$ cat src/rtl/wbs_pwm_pkg.sv
// Shared register map and CTRL layout for the wbs_pwm PWM front end.
// Imported by the top and its prescaler so both agree on addresses and limits.
package wbs_pwm_pkg;

    localparam logic [3:0] ADR_DIV   = 4'd0;
    localparam logic [3:0] ADR_CTRL  = 4'd1;
    localparam logic [3:0] ADR_DUTY0 = 4'd2;

    localparam int CTRL_EN_BIT   = 0;
    localparam int CTRL_PEND_BIT = 1;

    localparam int CHANNELS_MAX = 14;

    function automatic logic [7:0] ctrl_word(input logic en, input logic pend);
        logic [7:0] w;
        w                = 8'h00;
        w[CTRL_EN_BIT]   = en;
        w[CTRL_PEND_BIT] = pend;
        return w;
    endfunction

endpackage

$ cat src/rtl/pwm_prescaler.sv
// Clock prescaler and shared free-running PWM phase counter.
// tick fires when the prescaler equals div; wrap marks the tick that rolls 255 to 0.
module pwm_prescaler (
    input  logic       clk,
    input  logic       rst,
    input  logic       en,
    input  logic [7:0] div,
    output logic       tick,
    output logic       wrap,
    output logic [7:0] pwm_counter
);

    logic [7:0] presc;

    assign tick = en && (presc == div);
    assign wrap = tick && (pwm_counter == 8'hFF);

    // A div lowered below presc lets presc run on through 255 and wrap naturally.
    always_ff @(posedge clk) begin
        if (rst || !en) begin
            presc       <= 8'h00;
            pwm_counter <= 8'h00;
        end else begin
            presc <= tick ? 8'h00 : presc + 8'h01;
            if (tick) begin
                pwm_counter <= pwm_counter + 8'h01;
            end
        end
    end

endmodule

$ cat src/rtl/wbs_pwm.sv
// Wishbone pipelined slave holding PWM shadow duty registers.
// Shadow values reach the channel stages only at the period boundary or while disabled.
module wbs_pwm
    import wbs_pwm_pkg::*;
#(
    parameter int CHANNELS = 4
) (
    input  logic                  wbs_clk_i,
    input  logic                  wbs_rst_i,
    input  logic                  wbs_stb_i,
    input  logic                  wbs_we_i,
    input  logic [3:0]            wbs_adr_i,
    input  logic [7:0]            wbs_dat_i,
    output logic [7:0]            wbs_dat_o,
    output logic                  wbs_ack_o,
    output logic                  wbs_stall_o,
    output logic [7:0]            pwm_counter,
    output logic [CHANNELS-1:0]   ch_stb_o,
    output logic [8*CHANNELS-1:0] ch_dat_o
);

    if (CHANNELS < 1 || CHANNELS > CHANNELS_MAX) begin : g_bad_channels
        $error("wbs_pwm: CHANNELS out of range");
    end

    logic                div_q;
    logic [7:0]          div_r;
    logic                en_q;
    logic [7:0]          shadow_q [CHANNELS];
    logic [CHANNELS-1:0] pend_q;
    logic                ack_q;
    logic                tick;
    logic                wrap;
    logic                push;
    logic                wr;
    logic [CHANNELS-1:0] duty_wr;
    logic [7:0]          rd_data;

    assign div_q       = 1'b0;
    assign wbs_stall_o = div_q;

    pwm_prescaler u_prescaler (
        .clk         (wbs_clk_i),
        .rst         (wbs_rst_i),
        .en          (en_q),
        .div         (div_r),
        .tick        (tick),
        .wrap        (wrap),
        .pwm_counter (pwm_counter)
    );

    assign wr   = wbs_stb_i && wbs_we_i;
    assign push = !en_q || wrap;

    always_comb begin
        duty_wr = '0;
        for (int i = 0; i < CHANNELS; i++) begin
            duty_wr[i] = wr && (int'(wbs_adr_i) == int'(ADR_DUTY0) + i);
        end
    end

    // Reads see register contents from before any write in the same cycle.
    always_comb begin
        rd_data = 8'h00;
        if (wbs_adr_i == ADR_DIV) begin
            rd_data = div_r;
        end else if (wbs_adr_i == ADR_CTRL) begin
            rd_data = ctrl_word(en_q, |pend_q);
        end else begin
            for (int i = 0; i < CHANNELS; i++) begin
                if (int'(wbs_adr_i) == int'(ADR_DUTY0) + i) begin
                    rd_data = shadow_q[i];
                end
            end
        end
    end

    always_ff @(posedge wbs_clk_i) begin
        if (wbs_rst_i) begin
            ack_q     <= 1'b0;
            wbs_dat_o <= 8'h00;
            div_r     <= 8'h00;
            en_q      <= 1'b0;
            pend_q    <= '0;
            ch_stb_o  <= '0;
            ch_dat_o  <= '0;
            for (int i = 0; i < CHANNELS; i++) begin
                shadow_q[i] <= 8'h00;
            end
        end else begin
            ack_q     <= wbs_stb_i;
            wbs_dat_o <= (wbs_stb_i && !wbs_we_i) ? rd_data : 8'h00;

            if (wr && wbs_adr_i == ADR_DIV) begin
                div_r <= wbs_dat_i;
            end
            if (wr && wbs_adr_i == ADR_CTRL) begin
                en_q <= wbs_dat_i[CTRL_EN_BIT];
            end

            // A write colliding with a push re-arms the flag so the new value goes next time.
            pend_q   <= (pend_q & ~{CHANNELS{push}}) | duty_wr;
            ch_stb_o <= push ? pend_q : '0;

            for (int i = 0; i < CHANNELS; i++) begin
                if (duty_wr[i]) begin
                    shadow_q[i] <= wbs_dat_i;
                end
                if (push && pend_q[i]) begin
                    ch_dat_o[8*i +: 8] <= shadow_q[i];
                end
            end
        end
    end

    // Masking with reset keeps a request aborted by reset from being acknowledged.
    assign wbs_ack_o = ack_q && !wbs_rst_i;

endmodule
$ cat config.mk
export PLATFORM = sky130hd
export DESIGN_NAME = wbs_pwm
export DESIGN_NICKNAME = d
export VERILOG_FILES = /design/src/rtl/wbs_pwm_pkg.sv /design/src/rtl/pwm_prescaler.sv /design/src/rtl/wbs_pwm.sv
export SDC_FILE = /design/constraint.sdc
export NUM_CORES = 1
export LEC_CHECK = 0
export BUFFER_PORTS_ARGS = -buffer_cell sky130_fd_sc_hd__buf_2
export CAP_MARGIN = 5
export CELL_PAD_IN_SITES_DETAIL_PLACEMENT = 1
export CELL_PAD_IN_SITES_GLOBAL_PLACEMENT = 2
export CORE_UTILIZATION = 35
export CTS_CLUSTER_DIAMETER = 200
export DETAILED_ROUTE_END_ITERATION = 6
export GPL_TIMING_DRIVEN = 1
export MAX_ROUTING_LAYER = met4
export PLACE_DENSITY_LB_ADDON = 0.1
export SLEW_MARGIN = 10
export SYNTH_ARGS = -nofsm -noshare
export SYNTH_HDL_FRONTEND = slang
export SYNTH_HIERARCHICAL = 1
export SYNTH_SLANG_ARGS = --single-unit
$ cat constraint.sdc
create_clock -name wbs_clk_i -period 2.7 [get_ports wbs_clk_i]
set_clock_uncertainty 0.2 [all_clocks]
set_input_delay 0.135 -clock wbs_clk_i [delete_from_list [all_inputs] [get_ports wbs_clk_i]]
set_output_delay 0.135 -clock wbs_clk_i [all_outputs]
set_load 0.005 [all_outputs]
== After elaboration in Yosys (flattened, before gate mapping) ==
Memory sizes are Yosys's and may differ from the RTL's.
Index checks and enable logic that the tools add are counted.
Widths: inputs -> output; s select.
Operators by class
  $add $sub $neg: 2
  equality and inequality tests: 7
  multiplexer cells: 24
  bitwise operators: 9
  reductions and logical operators: 25
Operators with widths (number)
  $mux 8: 10
  $add 8x1->8 const B: 2
  $logic_and 1x1->1: 15
  $mux 1: 14
  $eq 4x3->1 const B: 2
  $eq 4x4->1 const B: 2
  $eq 8x8->1: 1
  $eq 8x8->1 const B: 1
  $reduce_or 2->1: 3
  $and 4x4->4: 1
  $eq 4x1->1 const B: 1
  $logic_not 4->1: 1
  $not 4->4: 1
  $or 1x1->1: 4
  $or 4x4->4: 1
  $reduce_or 4->1: 1
  $logic_not 1->1: 3
  $logic_or 1x1->1: 2
  $not 1->1: 2
Storage, ports and cells
  register bits after elaboration: 74
  memory bits (writable): 32
  bits of input ports: 16
  memories: 1
Memory list
  shadow_q: depth 4, bits a word 8, read ports 4, clocked after Yosys merged registers in 0, wr ports 4, RTL line wbs_pwm.sv:29  | logic [7:0] shadow_q [CHANNELS];

== Logic depth before layout (Yosys ltp) ==
Gate-level depths: netlist of the first run.
  word-level depth: 7
  gate-level depth with buffers: 9

== By module ==
Netlist of the first run, hierarchy kept.
By module, submodules not included
  wbs_pwm: times used 1, cells an instance 351, area each 3589.7 um2
  pwm_prescaler: times used 1, cells an instance 94, area each 840.8 um2

== Worst setup path after synthesis of the first run ==
No wires, ideal clock.
  kind: register to register
  from: register u_prescaler.presc[3]
  to: register ch_dat_o[0] (read register of shadow_q)
  data arrival time: 1.929 ns
  path slack: 0.500 ns
  stages on the path, launching flop included: 10
  buffers on the path: 2
  period minus slack after synthesis: 2.200 ns
  cells stage by stage: dfxtp_1 -> xnor2_1 -> and4_1 -> nand3_1 -> nor3_1 -> nand2b_1 -> clkbuf_1 -> clkbuf_1 -> nand3_1 -> a21oi_1
On the way
  longest elaborated chain between the ends: 5
RTL lines
  from (decl): RTL line pwm_prescaler.sv:13  | logic [7:0] presc;
  from (signal assigned): RTL line pwm_prescaler.sv:24  | presc <= tick ? 8'h00 : presc + 8'h01;
  $eq 8x8->1: RTL line pwm_prescaler.sv:15  | assign tick = en && (presc == div);
  $logic_and 1x1->1: RTL line pwm_prescaler.sv:15
  $logic_and 1x1->1: RTL line pwm_prescaler.sv:16  | assign wrap = tick && (pwm_counter == 8'hFF);
  net wrap: RTL line wbs_pwm.sv:33  | logic wrap;
  $logic_or 1x1->1: RTL line wbs_pwm.sv:53  | assign push = !en_q || wrap;
  $logic_and 1x1->1: RTL line wbs_pwm.sv:109  | if (push && pend_q[i]) begin
  to (decl): RTL line wbs_pwm.sv:19  | output logic [8*CHANNELS-1:0] ch_dat_o
The timed path passes the listed nets, and every way through them passes these cells.
A chain may end at the register's enable or synchronous reset.

== Final worst setup path of the first run ==
  from: input port wbs_adr_i[3]
  to: register div_r[4]
On the way
  longest elaborated chain between the ends: 2
RTL lines
  from (decl): RTL line wbs_pwm.sv:12  | input logic [3:0] wbs_adr_i,
  $logic_not 4->1: RTL line wbs_pwm.sv:94  | if (wr && wbs_adr_i == ADR_DIV) begin
  $logic_and 1x1->1: RTL line wbs_pwm.sv:94
  to (signal assigned): RTL line wbs_pwm.sv:95  | div_r <= wbs_dat_i;
  to (decl): RTL line wbs_pwm.sv:27  | logic [7:0] div_r;
No other way between the ends.

==> results of run 1 <==
## routing by layer
| metal | vias to the layer above | global-route usage, % | part of all wire [%] |
|---|---|---|---|
| met2 | 80 | 29.3 | 44 |
| met3 | 14 | 2.96 | 5.5 |
| met1 | 1692 | 29.4 | 49 |
| met4 | 0 | 7.79 | 1.6 |
| li1 | 1735 | - | - |
| met5 | - | - | 0 |
## area by class of cell
| cell class | count | area share (%) |
|---|---|---|
| Timing Repair Buffer | 94 | 11.2 |
| Clock inverter | 3 | 0.327 |
| Sequential cell | 106 | 45.6 |
| Multi-Input combinational cell | 309 | 34.4 |
| Tap cell | 168 | 3.92 |
| Clock buffer | 13 | 4.50 |
| Inverter | 2 | 0.140 |
## cells in the final DEF, fill, tap and decap left out, drive strengths merged, types with 11 or more instances in the layout
cell type    count
dlygate4sd3     20
dfxtp           74
and2            33
a21o            11
buf             74
clkbuf          13
nand3           46
nor2            26
a21oi           41
nand2           44
edfxtp          32
o21ai           16
## tightest hold or removal path: stages
cell	delay, ns
buf_2	0.10
or3b_1	0.24
a2111oi_0	0.14
## worst paths after layout
| check | from | depth (start not counted) | end |
|---|---|---|---|
| worst min-delay path | wbs_we_i | 3 | wbs_dat_o[0] |
| worst max-delay path | wbs_adr_i[3] | 7 | div_r[4] |
| worst max register to register | u_prescaler/presc[3] | 9 | ch_dat_o[13] |
| worst min register to register | ch_dat_o[19] | 2 | ch_dat_o[19] |
## stage by stage
step / utilization [%] / hold WS [ns]
2_1_floorplan: - / 0.0632
3_5_place_dp: 40.3 / 0.234
3_3_place_gp: 40.3 / 0.216
4_1_cts: 44.1 / 0.135
6_report: 44.1 / 0.135
5_1_grt: 44.1 / 0.182
## power by group through the flow
stage	logic, mW	registers [mW]	clock network (mW)
after global routing	0.168	1.70	1.29
after CTS	0.154	1.70	1.24
final	0.152	1.70	1.21
after global placement	0.139	1.73	0
after floorplan	0.0864	1.72	0
after detailed placement	0.140	1.74	0
## registers in the layout (all words and copies together), names as in the netlist
register / count
u_prescaler/presc: 8
wbs_dat_o: 8
ack_q: 1
ch_stb_o: 4
shadow_q: 32
ch_dat_o: 32
pend_q: 4
div_r: 8
u_prescaler/pwm_counter: 8
en_q: 1
## what timing repair did
action,in CTS,in global routing
resized for setup,0,1
setup endpoints to repair,0,1
hold endpoints to repair,41,0
hold buffers,20,0
==> impl_metrics.ini, run 1 <==
[outcome]
run_status = finished, final reports clean

[placed_design]
postPlaceCellArea_um2 = 4900
place_hpwl_um = 8750
io_buffers = 68
placed_cells = 659
gp_congestion = 0.791
pre_cts_ws_ns = 0.290

[power]
p_clk_share_pct = 39.4
power.density_nw_per_um2 = 570
ir_drop_mv = 0.340
intPower_mw = 2.36
p_total_mw = 3.06
p_sw_mw = 0.700
leakage_nw = 2.15
switching_share_pct = 22.9
pwr-share-comb_pct = 5.0
pwr-share-seq_pct = 55.6

[cells_and_area]
area_growth_pct = 21.2
antenna_cells = 0
layout.cells.non_filler = 695
fin_nets = 540
multiInputGateArea_um2 = 1840
layout-drive-gt1-share_pct = 19.0
fillerInstances = 1408
seqCellArea_um2 = 2440
fin_area_um2 = 5360

[synthesis]
yosysWarnings = 6
mappedNetlistNets = 462
synthCells = 444
synth.avg_cell_area_um2 = 9.96
syn_area_um2 = 4420

[die]
dieArea_um2 = 13100
coreArea_um2 = 12200
pin_count = 70
start_util_pct = 36.4
fp.dieH_um = 114
die_w_um = 114
num_rows = 40

[hold_path]
hold_path.class = input port to flop

[route]
via_per_inst = 5.07
drtIter0Drc = 151
firstDrtPassIters = 5
wire_per_inst_um = 17.5
wl_um = 12200
vias = 3521
drc = 0
ant_nets = 0

[sta]
clock.fmax_ghz = 0.403
fin_crit_sh_pct = 92.0
worstMarginPinSlew_ns = 0.653
hold_viol = 0
maxSlewViolCount = 0
setup_viol = 0
fin_ws_ns = 0.216
tns_ns = 0
maxSlewHeadroom_pct = 56.3
rsz0062_at_grt = false
post-route-min-period_ns = 2.48

[worst_setup_path]
slowest_stage = dlygate4sd3_1
cp_num_buf_inv = 3
cp_cell_sequence = dlygate4sd3_1, buf_2, nor3_4, or3b_4, mux2i_1, nor2_1, dlygate4sd3_1
path_common_cell = dlygate4sd3_1
cp-start-kind = input port
end_kind = flop
path_delay_family = buffers and inverters
cp_max_fo = 8
required_ns = 2.74
reg2reg_slack_ns = 0.30
slowest_delay_ns = 0.57
path_class = input port to flop
cp.arrival_ns = 2.52

[clock_tree]
clk_latency_ns = 0.36
cts_made_buffers = 9
clock-sinks = 106
cts_tree = done
cts_max_path_buffers = 2
root_buffer = clkbuf_16
cts.clk_slew.worst_paths_ns = 0.07
postCtsSetupBuffers = 0
htreeDepth = 3

[grt]
grt_antenna_before_repair = 0
grt-ovfl-total = 0
grt_first_pass_wirelength_um = 19300
grt_max_degree = 42
grt_pass1_vias = 3393
grt_util_all_layers_pct = 20.6

[flow_run]
maxCapViolations = 0
(Power assumes the default switching activity.)
==> run 2, diff against run 1 <==
Settings changed: BUFFER_PORTS_ARGS -buffer_cell sky130_fd_sc_hd__buf_2 to unset, CORE_UTILIZATION 35 to 39, DONT_BUFFER_PORTS set to 1.
==> impl_metrics.ini, run 2 (synthesized netlist as in run 1, its figures left out) <==
[clock_tree]
clk_latency_ns = 0.35
cts.clk_slew.worst_paths_ns = 0.07
cts_resized = 0
postCtsSetupBuffers = 0
cts_max_path_buffers = 2
cts_tree = done
htreeDepth = 3
cts_made_buffers = 9
root_buffer = clkbuf_16
clock-sinks = 106

[power]
pwr-share-comb_pct = 4.3
p_clk_share_pct = 41.0
p_total_mw = 3.11
p_sw_mw = 0.662
intPower_mw = 2.45
leakage_nw = 1.76
switching_share_pct = 21.3
power.density_nw_per_um2 = 626
ir_drop_mv = 0.316
pwr-share-seq_pct = 54.8

[sta]
fin_crit_sh_pct = 89.6
maxSlewHeadroom_pct = 42.3
rsz0062_at_grt = false
fin_ws_ns = 0.282
hold_viol = 0
hold_ws_ns = 0.0334
tns_ns = 0
clock.fmax_ghz = 0.413
worstMarginPinSlew_ns = 0.864
post-route-min-period_ns = 2.42
maxSlewViolCount = 0
setup_viol = 0

[worst_setup_path]
cp_max_fo = 37
cp-start-kind = flop
end_kind = flop
path_class = flop to flop
cp.arrival_ns = 2.45
required_ns = 2.73

[die]
die_w_um = 109
pin_count = 70
dieArea_um2 = 11800
start_util_pct = 40.5
num_rows = 38
fp.dieH_um = 109
coreArea_um2 = 10900

[placed_design]
pre_cts_ws_ns = 0.264
gp_congestion = 0.815
place_hpwl_um = 8280
io_buffers = 0

[route]
ant_nets = 0
drc = 0
firstDrtPassIters = 4
vias = 3330
wl_um = 12200
drtIter0Drc = 202
wire_per_inst_um = 20.5
via_per_inst = 5.62

[cells_and_area]
final_cell_mix = 74 x dfxtp_1, 46 x nand3_1, 44 x nand2_1
antenna_cells = 0
layout_commonest_cell = dfxtp_1
layout-drive-gt1-share_pct = 5.52
reg_top3 = ch_dat_o (32), shadow_q (32)
fin_nets = 466
area_growth_pct = 12.2

[grt]
grt_max_degree = 49
grt_util_all_layers_pct = 22.4
grt_first_pass_wirelength_um = 18700
grt_antenna_before_repair = 0
grt_pass1_vias = 3342
grt-ovfl-total = 0

[hold_path]
hold_path.class = input port to flop

[outcome]
run_status = finished, final reports clean

[flow_run]
maxCapViolations = 0
==> run 2: final timing paths <==
path	from	endpoint	slack [ns]	depth (start not counted)
setup / recovery	u_prescaler/presc[3]	ch_dat_o[14]	0.28	9
hold / removal	wbs_adr_i[0]	wbs_dat_o[1]	0.03	3
setup reg to reg	u_prescaler/presc[3]	ch_dat_o[14]	0.28	9
hold reg to reg	ch_dat_o[18]	ch_dat_o[18]	0.27	2
==> run 2: final cells by class <==
class	instances	area [µm²]
inverter	2	7.51
sequential	106	2440
timing repair buffer	20	218
tap	140	175
multi-input combinational	309	1840
clock inverter	1	30.0
fill	1226	5970
clock buffer	15	248
==> run 2: per-stage QoR <==
stage	utilization (%)	cells	cell area [µm²]
floorplan	-	444	4420
global placement	41.1	559	4490
detailed placement	41.1	559	4490
CTS	45.4	593	4960
global route	45.4	593	4960
finish	45.4	593	4960
==> run 2: timing repair <==
item / 4_1_cts / 5_1_grt
endpoints found under the setup margin: 0 / 0
endpoints found under the hold margin: 90 / 0
hold buffers: 18 / 0
==> run 2: power groups by stage <==
stage	Clock (mW)	Sequential, mW	Combinational [mW]
finish	1.27	1.70	0.132
global route	1.36	1.70	0.144
CTS	1.30	1.70	0.133
detailed placement	0	1.74	0.0835
global placement	0	1.74	0.0826
floorplan	0	1.72	0.0864
==> run 2: critical path, stage by stage (launching register included) <==
cell	delay [ns]
dfxtp_1	0.44
xnor2_1	0.17
and4_1	0.31
nand3_1	0.13
nor3_1	0.19
nand2b_1	0.17
buf_12	0.19
nand2_1	0.25
nand2_1	0.16
a21oi_1	0.08
==> run 2: layer usage <==
layer / GRT usage (%) / vias up / wire length [µm]
met5: - / - / 0
met4: 8.88 / 0 / 222
met3: 4.52 / 13 / 542
met2: 32.8 / 72 / 5480
met1: 30.4 / 1658 / 5900
li1: - / 1587 / -
==> run 3, diff against run 2 <==
Clock period 2.7 ns to 2.4 ns, I/O delays scaled along.
==> impl_metrics.ini, run 3 (synthesized netlist as in run 1, its figures left out) <==
[grt]
grt_max_degree = 41
grt_antenna_before_repair = 0
grt_util_all_layers_pct = 22.9
grt-ovfl-total = 0
grt_first_pass_wirelength_um = 19100
grt_pass1_vias = 3356

[route]
drc = 0
wl_um = 12500
vias = 3371
wire_per_inst_um = 20.5
firstDrtPassIters = 4
drtIter0Drc = 193
via_per_inst = 5.54
ant_nets = 0

[clock_tree]
cts_made_buffers = 9
cts_max_path_buffers = 2
root_buffer = clkbuf_16
cts_tree = done
clock-sinks = 106
clk_latency_ns = 0.35
cts.clk_slew.worst_paths_ns = 0.07
htreeDepth = 3
postCtsSetupBuffers = 0

[die]
num_rows = 38
coreArea_um2 = 10900
pin_count = 70
dieArea_um2 = 11800
fp.dieH_um = 109
start_util_pct = 40.5
die_w_um = 109

[worst_setup_path]
path_delay_family = buffers and inverters
required_ns = 2.44
cp-start-kind = input port
path_common_cell = dlygate4sd3_1
cp_max_fo = 10
slowest_delay_ns = 0.60
end_kind = flop
cp.arrival_ns = 2.29
cp_num_buf_inv = 2
path_class = input port to flop
cp_cell_sequence = dlygate4sd3_1, nor3_4, or3b_4, mux2i_1, nor2_1, dlygate4sd3_1
slowest_stage = dlygate4sd3_1

[power]
switching_share_pct = 21.8
pwr-share-seq_pct = 53.9
pwr-share-comb_pct = 4.2
p_clk_share_pct = 41.8
ir_drop_mv = 0.395
p_total_mw = 3.55
leakage_nw = 1.88
p_sw_mw = 0.774
intPower_mw = 2.78
power.density_nw_per_um2 = 686

[cells_and_area]
layout.cells.non_filler = 608
reg_top3 = ch_dat_o (32), shadow_q (32)
fillerInstances = 1240
fin_nets = 481
area_growth_pct = 17.0
layout_commonest_cell = dfxtp_1
final_cell_mix = 71 x dfxtp_1, 46 x nand3_1, 41 x a21oi_1
antenna_cells = 0
layout-drive-gt1-share_pct = 9.83

[sta]
post-route-min-period_ns = 2.26
tns_ns = 0
hold_ws_ns = 0.0118
setup_viol = 0
worstMarginPinSlew_ns = 0.647
clock.fmax_ghz = 0.443
maxSlewViolCount = 0
hold_viol = 0
maxSlewHeadroom_pct = 56.7
fin_crit_sh_pct = 94.0
rsz0062_at_grt = false

[flow_run]
maxCapViolations = 0

[outcome]
run_status = finished, final reports clean

[placed_design]
gp_congestion = 0.797
io_buffers = 0
place_hpwl_um = 8290
placed_cells = 565

[hold_path]
hold_path.class = input port to flop
run 3: cell count changes in the layout (fill, tap and decap cells not counted), moves of 3 or more:
cell / change
xnor2_1: -3
dfxtp_2: +3
dlygate4sd3_1: +8
dfxtp_1: -3
nand2_1: -4
nand2_2: +3
clkbuf_1: -4
buf_4: +6
xnor2_2: +3
run 3: area by class of cell:
class                           count  area [µm²]  area share (%)
Clock buffer                       12         246            4.76
Clock inverter                      4        42.5           0.822
Sequential cell                   106        2450            47.3
Inverter                            2        7.51           0.145
Timing Repair Buffer               35         368            7.11
Multi-Input combinational cell    309        1890            36.5
Tap cell                          140         175            3.38
run 3: what timing repair did:
action / CTS / global route
endpoints found under the hold margin: 109 / 0
hold buffers: 26 / 0
setup endpoints to repair: 0 / 45
gates resized for setup: 0 / 15
run 3: power by group through the flow:
| stage | clock network (mW) | registers, mW | logic, mW |
|---|---|---|---|
| global placement | 0 | 1.95 | 0.0981 |
| detailed placement | 0 | 1.95 | 0.0991 |
| CTS | 1.52 | 1.91 | 0.149 |
| finish | 1.48 | 1.91 | 0.150 |
| floorplan | 0 | 1.93 | 0.0972 |
| global route | 1.57 | 1.92 | 0.164 |
run 3: per-layer routing:
| layer | up-vias | share of wire [%] | GRT usage [%] |
|---|---|---|---|
| met2 | 68 | 45 | 33.9 |
| met3 | 14 | 5.0 | 4.82 |
| met1 | 1668 | 48 | 30.5 |
| met4 | 0 | 2.0 | 8.98 |
| li1 | 1621 | - | - |
| met5 | - | 0 | - |
run 3: final timing paths:
| kind | from | endpoint | slack (ns) | cells after the start |
|---|---|---|---|---|
| setup reg to reg | div_r[1] | ch_dat_o[25] | 0.17 | 9 |
| hold / removal | wbs_adr_i[1] | wbs_dat_o[5] | 0.01 | 4 |
| hold reg to reg | ch_dat_o[28] | ch_dat_o[28] | 0.27 | 2 |
| setup / recovery | wbs_adr_i[2] | div_r[4] | 0.14 | 6 |
run 3: per-stage QoR:
stage          setup slack (ns)  area [µm²]  utilization, %
5_1_grt                 0.00355        5180            47.3
3_3_place_gp              0.109        4540            41.5
3_5_place_dp             0.0114        4540            41.5
4_1_cts               0.0000278        5100            46.6
6_report                  0.143        5180            47.3
2_1_floorplan             0.214        4420               -
run 3: worst register-to-register path, stage by stage (launching register included):
cell and delay [ns]:
dfxtp_1 0.35, xnor2_1 0.24, and4_4 0.29, nand3_1 0.11, nor3_1 0.21, nand2b_4 0.19
buf_12 0.17, nand2_2 0.14, nand2_1 0.13, a21oi_1 0.07
